==> config.mk <==
export PLATFORM = sky130hd
export DESIGN_NAME = encoder_period_meter_1_flat
export DESIGN_NICKNAME = d
export VERILOG_FILES = /design/src/rtl/encoder_period_meter_1_if.sv /design/src/rtl/encoder_period_meter_1.sv /design/src/flat_wrapper.sv
export SDC_FILE = /design/constraint.sdc
export NUM_CORES = 1
export LEC_CHECK = 0
export BUFFER_PORTS_ARGS = -buffer_cell sky130_fd_sc_hd__buf_2
export CAP_MARGIN = 20
export CORE_MARGIN = 5
export CORE_UTILIZATION = 54
export CTS_BUF_LIST = sky130_fd_sc_hd__clkbuf_2
export CTS_CLUSTER_DIAMETER = 30
export DETAILED_ROUTE_END_ITERATION = 10
export GPL_ROUTABILITY_DRIVEN = 0
export PLACE_DENSITY = 0.78
export REMOVE_ABC_BUFFERS = 1
export SLEW_MARGIN = 20
export SYNTH_ARGS = -nofsm -noshare
export SYNTH_HDL_FRONTEND = slang
export SYNTH_SLANG_ARGS = --single-unit
==> constraint.sdc <==
create_clock -name clk -period 3.29 [get_ports clk]
set_clock_uncertainty 0.1 [all_clocks]
set_input_delay 0.329 -clock clk [delete_from_list [all_inputs] [get_ports clk]]
set_output_delay 0.329 -clock clk [all_outputs]
set_load 0.05 [all_outputs]
==> src/rtl/encoder_period_meter_1_if.sv <==
// rtl/encoder_period_meter_1_if.sv - encoder pin inputs and speed/position outputs
interface encoder_period_meter_1_if #(
  parameter int PERIOD_W = 16
);
  logic                encoder_a;
  logic                encoder_b;
  logic [PERIOD_W-1:0] period;
  logic                period_valid;
  logic                stalled;
  logic                direction;
  logic [PERIOD_W-1:0] position;
  logic                quad_err;

  modport master (
    output encoder_a, encoder_b,
    input  period, period_valid, stalled, direction, position, quad_err
  );

  modport slave (
    input  encoder_a, encoder_b,
    output period, period_valid, stalled, direction, position, quad_err
  );
endinterface

==> src/rtl/encoder_period_meter_1.sv <==
// rtl/encoder_period_meter_1.sv - quadrature decoder with channel-A period meter
module encoder_period_meter_1 #(
  parameter int PERIOD_W = 16,
  parameter int FILT_LEN = 4
) (
  input  logic clk,
  input  logic rst,
  encoder_period_meter_1_if.slave bus
);
  localparam logic [PERIOD_W-1:0] CNT_MAX  = '1;
  localparam logic [PERIOD_W-1:0] CNT_ONE  = 1;
  localparam logic [3:0]          FILT_TGT = 4'(FILT_LEN);

  logic                a_m, a_s, b_m, b_s;
  logic                a_f, b_f, a_fd, b_fd;
  logic [3:0]          a_fc, b_fc;
  logic [PERIOD_W-1:0] cnt, period_q, position_q;
  logic                armed, pv_q, stalled_q, dir_q, err_q;
  logic [1:0]          q_prev, q_cur, q_fwd;
  logic                step_fwd, step_rev, step_bad, a_rise;

  always_ff @(posedge clk) begin
    if (rst) begin
      a_m  <= 1'b0; a_s  <= 1'b0; b_m <= 1'b0; b_s <= 1'b0;
      a_f  <= 1'b0; b_f  <= 1'b0; a_fd <= 1'b0; b_fd <= 1'b0;
      a_fc <= 4'd0; b_fc <= 4'd0;
    end else begin
      a_m  <= bus.encoder_a;
      a_s  <= a_m;
      b_m  <= bus.encoder_b;
      b_s  <= b_m;
      a_fd <= a_f;
      b_fd <= b_f;
      if (a_s == a_f) begin
        a_fc <= 4'd0;
      end else if (a_fc + 4'd1 == FILT_TGT) begin
        a_f  <= a_s;
        a_fc <= 4'd0;
      end else begin
        a_fc <= a_fc + 4'd1;
      end
      if (b_s == b_f) begin
        b_fc <= 4'd0;
      end else if (b_fc + 4'd1 == FILT_TGT) begin
        b_f  <= b_s;
        b_fc <= 4'd0;
      end else begin
        b_fc <= b_fc + 4'd1;
      end
    end
  end

  // Forward successor of {a,b} in the ring 00->10->11->01 is {~b, a}.
  always_comb begin
    q_prev   = {a_fd, b_fd};
    q_cur    = {a_f, b_f};
    q_fwd    = {~q_prev[0], q_prev[1]};
    step_bad = (q_prev[1] ^ q_cur[1]) & (q_prev[0] ^ q_cur[0]);
    step_fwd = 1'b0;
    step_rev = 1'b0;
    if (q_cur != q_prev && !step_bad) begin
      if (q_cur == q_fwd) step_fwd = 1'b1;
      else                step_rev = 1'b1;
    end
    a_rise = a_f & ~a_fd;
  end

  always_ff @(posedge clk) begin
    if (rst) begin
      position_q <= '0;
      dir_q      <= 1'b0;
      err_q      <= 1'b0;
    end else begin
      if (step_fwd) begin
        position_q <= position_q + CNT_ONE;
        dir_q      <= 1'b1;
      end else if (step_rev) begin
        position_q <= position_q - CNT_ONE;
        dir_q      <= 1'b0;
      end
      if (step_bad) err_q <= 1'b1;
    end
  end

  // An edge coinciding with cnt==MAX wins over the stall.
  always_ff @(posedge clk) begin
    if (rst) begin
      cnt       <= '0;
      period_q  <= '0;
      pv_q      <= 1'b0;
      stalled_q <= 1'b1;
      armed     <= 1'b0;
    end else begin
      pv_q <= 1'b0;
      if (a_rise) begin
        cnt <= CNT_ONE;
        if (armed) begin
          period_q <= cnt;
          pv_q     <= 1'b1;
        end else begin
          armed     <= 1'b1;
          stalled_q <= 1'b0;
        end
      end else if (cnt == CNT_MAX) begin
        if (armed) begin
          period_q  <= CNT_MAX;
          pv_q      <= 1'b1;
          stalled_q <= 1'b1;
          armed     <= 1'b0;
        end
      end else begin
        cnt <= cnt + CNT_ONE;
      end
    end
  end

  assign bus.period       = period_q;
  assign bus.period_valid = pv_q;
  assign bus.stalled      = stalled_q;
  assign bus.direction    = dir_q;
  assign bus.position     = position_q;
  assign bus.quad_err     = err_q;
endmodule

==> src/flat_wrapper.sv <==
// flat-port wrapper written by rule: the top's interface ports become plain ports
module encoder_period_meter_1_flat 
#(
  parameter int PERIOD_W = 16,
  parameter int FILT_LEN = 4
)
  (clk, rst, bus_encoder_a, bus_encoder_b, bus_period, bus_period_valid, bus_stalled, bus_direction, bus_position, bus_quad_err);
  encoder_period_meter_1_if #(.PERIOD_W(PERIOD_W)) bus_i ();
  input  logic clk;
  input  logic rst;
  input wire logic [$bits(bus_i.encoder_a)-1:0] bus_encoder_a;
  input wire logic [$bits(bus_i.encoder_b)-1:0] bus_encoder_b;
  output wire logic [$bits(bus_i.period)-1:0] bus_period;
  output wire logic [$bits(bus_i.period_valid)-1:0] bus_period_valid;
  output wire logic [$bits(bus_i.stalled)-1:0] bus_stalled;
  output wire logic [$bits(bus_i.direction)-1:0] bus_direction;
  output wire logic [$bits(bus_i.position)-1:0] bus_position;
  output wire logic [$bits(bus_i.quad_err)-1:0] bus_quad_err;
  assign bus_i.encoder_a = bus_encoder_a;
  assign bus_i.encoder_b = bus_encoder_b;
  assign bus_period = bus_i.period;
  assign bus_period_valid = bus_i.period_valid;
  assign bus_stalled = bus_i.stalled;
  assign bus_direction = bus_i.direction;
  assign bus_position = bus_i.position;
  assign bus_quad_err = bus_i.quad_err;
  encoder_period_meter_1 #(.PERIOD_W(PERIOD_W), .FILT_LEN(FILT_LEN)) u_core (.clk(clk), .rst(rst), .bus(bus_i));
endmodule
==> results.json <==
{
  "drcViolationCount": 0,
  "routed_wl_um": 6900,
  "yosysSeqAreaShare_pct": 41.3,
  "max_stage_delay_ns": 0.38,
  "grt_pass1_wl_um": 11700,
  "ys_seq_elements": 69,
  "yosys_warnings": 0,
  "nNetsFinal": 423,
  "status": "completed",
  "insertedDiodeCount": 0,
  "drt_iter0_markers": 109,
  "post-route-util_pct": 63.7,
  "synth_edf_count": 0,
  "antenna_found_initial": 0,
  "max-vdd-ir-drop_uv": 282,
  "synth_mux_area_share_pct": 3.63,
  "synth_xor_area_share_pct": 7.86,
  "hpwl_um": 4740,
  "async_flop_share_pct": 0,
  "critPathLaunch": "u_core.a_fd",
  "clkLatencyLatePin_ns": 0.52,
  "cts_buffers": 9,
  "rsz0062_at_grt": "no",
  "clkTransAtPathRegs_ns": 0.19,
  "fillers": 520,
  "r2r_cells": 13,
  "ant_nets": 0,
  "synth_top_family_by_area": "compound AO/OA/AOI/OAI gates",
  "max-slew-margin-rel_pct": 61.6,
  "vias_per_cell": 5.70,
  "cpMaxStageDelayCell": "dfxtp_1",
  "grt_pass1_vias": 2617,
  "yosys.area_share.simple_pct": 17.1,
  "grt_max_degree": 32,
  "hold_violations": 0,
  "path_common_cell": "ha_1",
  "period_needed_ns": 3.10,
  "syn-cell-area_sq_mm": 0.00334,
  "initial_utilization_pct": 56.1,
  "die_height_um": 88.7,
  "critPathTopFamily": "compound AO/OA/AOI/OAI gates",
  "postSynthCellCount": 356,
  "path_class": "register to register",
  "yosysTopAreaCell": "dfxtp_1",
  "r2r_slack_ns": 0.19,
  "fin_cells": 477,
  "period_share_pct": 94.4,
  "start_kind": "register",
  "critPathMaxFanout": 17,
  "dp.cells": 460,
  "clock_sinks": 69,
  "yosysTopAreaCellShare_pct": 41.3,
  "core_region_area_sq_mm": 0.00596,
  "avgSynthCellArea_sq_um": 9.39,
  "powerDensity_mw_per_mm2": 396,
  "netlist_top_cells_count": "69 x dfxtp_1, 46 x nor2_1, 20 x ha_1",
  "crit_chain": "inv_1 > ha_1 > inv_1 > ha_1 > nand3_1 > buf_6 > ha_1 > a21o_1 > or3_1 > o221ai_2 > o21ai_2 > a2111oi_2 > nand4b_1",
  "min_path_type": "input port to register",
  "portBuffers": 39,
  "root_buffer": "clkbuf_2",
  "cp.depth": 13,
  "reg2reg_to": "u_core.bus.position[12]",
  "cts_tree": "yes",
  "ys.flop_type": "dfxtp_1",
  "synth.area.top_cells": "dfxtp_1 41%, ha_1 7.5%, o221a_2 5.4%, nor2_1 5.2%, xnor2_1 3.9%",
  "firstDrtPassIters": 5,
  "power_leakage_uw": 0.00163,
  "wl_per_cell_um": 14.5,
  "synthToLayoutAreaGrowth_pct": 13.4,
  "row_count": 28,
  "io_pins": 40,
  "synth_most_common_cell": "dfxtp_1",
  "htreeDepth": 3,
  "synthAdderAreaFrac_pct": 8.08,
  "cp_num_buf_inv": 3,
  "arrival_ns": 3.48,
  "cts_max_path_buffers": 2,
  "fmax_mhz": 322,
  "cap_violations": 0,
  "crit_required_ns": 3.66,
  "worstSetupEndpoint": "u_core.bus.position[12]",
  "die_area_sq_mm": 0.00787,
  "worst_pin_slew_ns": 0.575,
  "ys_types": 53,
  "grt_overflow": 0,
  "die_x_um": 88.7,
  "slew_viol_final": 0,
  "timing.rr.start": "u_core.a_fd",
  "drive_gt1_share_pct": 22.4,
  "track_usage_pct": 19.2,
  "setup_violations": 0,
  "synth_compound_area_share_pct": 18.4,
  "end_kind": "register",
  "vias": 2720
}
cell families (layout without fill, tap and decap cells):
| group | Yosys count | count (layout) |
|---|---|---|
| muxes | 12 | 12 |
| buffers and inverters | 29 | 75 |
| DFF | 69 | 69 |
| AOI/OAI and AO/OA | 78 | 78 |
| xor gates and xnor gates | 30 | 30 |
| and+or+nand+nor | 117 | 117 |
| adders and majority gates | 21 | 21 |
routing by layer:
layer,GRT usage (%),routed length [um]
met5,0,0
met4,10.6,170
met3,4.75,412
met2,31.8,3280
met1,22.5,3040
worst min-delay path by stage:
stage	from	endpoint	cells after the start	slack, ns
final	rst	u_core.bus.stalled	3	0.16
after global routing	rst	u_core.b_fc[3]	4	0.16
after detailed placement	u_core.b_m	u_core.b_s	1	0.33
after global placement	u_core.b_m	u_core.b_s	1	0.32
after CTS	rst	u_core.bus.stalled	3	0.15
after floorplan	rst	u_core.bus.direction	1	0.30
cell usage in the layout (no fill, tap or decap), types with 4 or more instances in the layout:
cell / Yosys / layout
nand2_1: 17 / 17
clkbuf_2: 1 / 10
buf_2: 2 / 39
mux2i_1: 11 / 11
nand3_1: 13 / 13
ha_1: 20 / 17
a21oi_1: 19 / 19
nor3_1: 7 / 7
nor2_1: 46 / 46
a31oi_1: 4 / 4
inv_1: 14 / 14
o21ai_0: 8 / 8
nor2b_1: 10 / 10
xor2_1: 15 / 15
a211oi_1: 6 / 6
o221a_2: 16 / 16
dfxtp_1: 69 / 68
o21a_1: 5 / 5
nand4_1: 7 / 7
a21o_1: 4 / 4
xnor2_1: 15 / 15
state kept, by name, summed over array words and instances, names as in the netlist, 4 cells and up:
register             flops
u_core.a_fc              4
u_core.bus.period       16
u_core.b_fc              4
u_core.bus.position     16
u_core.cnt              16
through the flow:
stage                     hold slack, ns  setup TNS [ns]  instance area (sq um)  total power [uW]  worst slack, ns
after CTS                          0.148               0                   3770              1510            0.113
after global placement             0.318               0                   3600               895            0.297
after global routing               0.158               0                   3790              1570           0.0127
final                              0.159               0                   3790              1500            0.186
after detailed placement           0.333               0                   3600               896            0.175
after floorplan                    0.298           -1.77                   3280               881           -0.367
worst register-to-register path: stages (launching register included):
cell,delay [ns]
dfxtp_1,0.38
inv_1,0.05
ha_1,0.26
inv_1,0.04
ha_1,0.28
nand3_1,0.08
buf_6,0.18
ha_1,0.34
a21o_1,0.19
or3_1,0.32
o221ai_2,0.21
o21ai_2,0.12
a2111oi_2,0.36
nand4b_1,0.15
what timing repair did:
item,CTS,global route
resized for setup,0,6
endpoints found under the hold margin,2,0
hold buffers,2,0
buffers inserted,0,0
setup endpoints to repair,0,2
where the power goes:
part           total [uW]  internal [uW]  leakage, uW  switching (uW)
clock network         622            325    0.0000918             297
logic                31.9           11.4     0.000978            20.5
registers             849            843     0.000558            5.64
total                1500           1180      0.00163             323
cell type report:
class                      instances  area [sq um]  share of cell area [%]
timing repair buffer              45           249                    6.57
tap                               75          93.8                    2.48
clock inverter                     5           100                    2.64
sequential                        69          1380                    36.5
multi-input combinational        258          1860                    49.0
inverter                          15          56.3                    1.49
clock buffer                      10          50.0                    1.32
(Power assumes the default switching activity.)
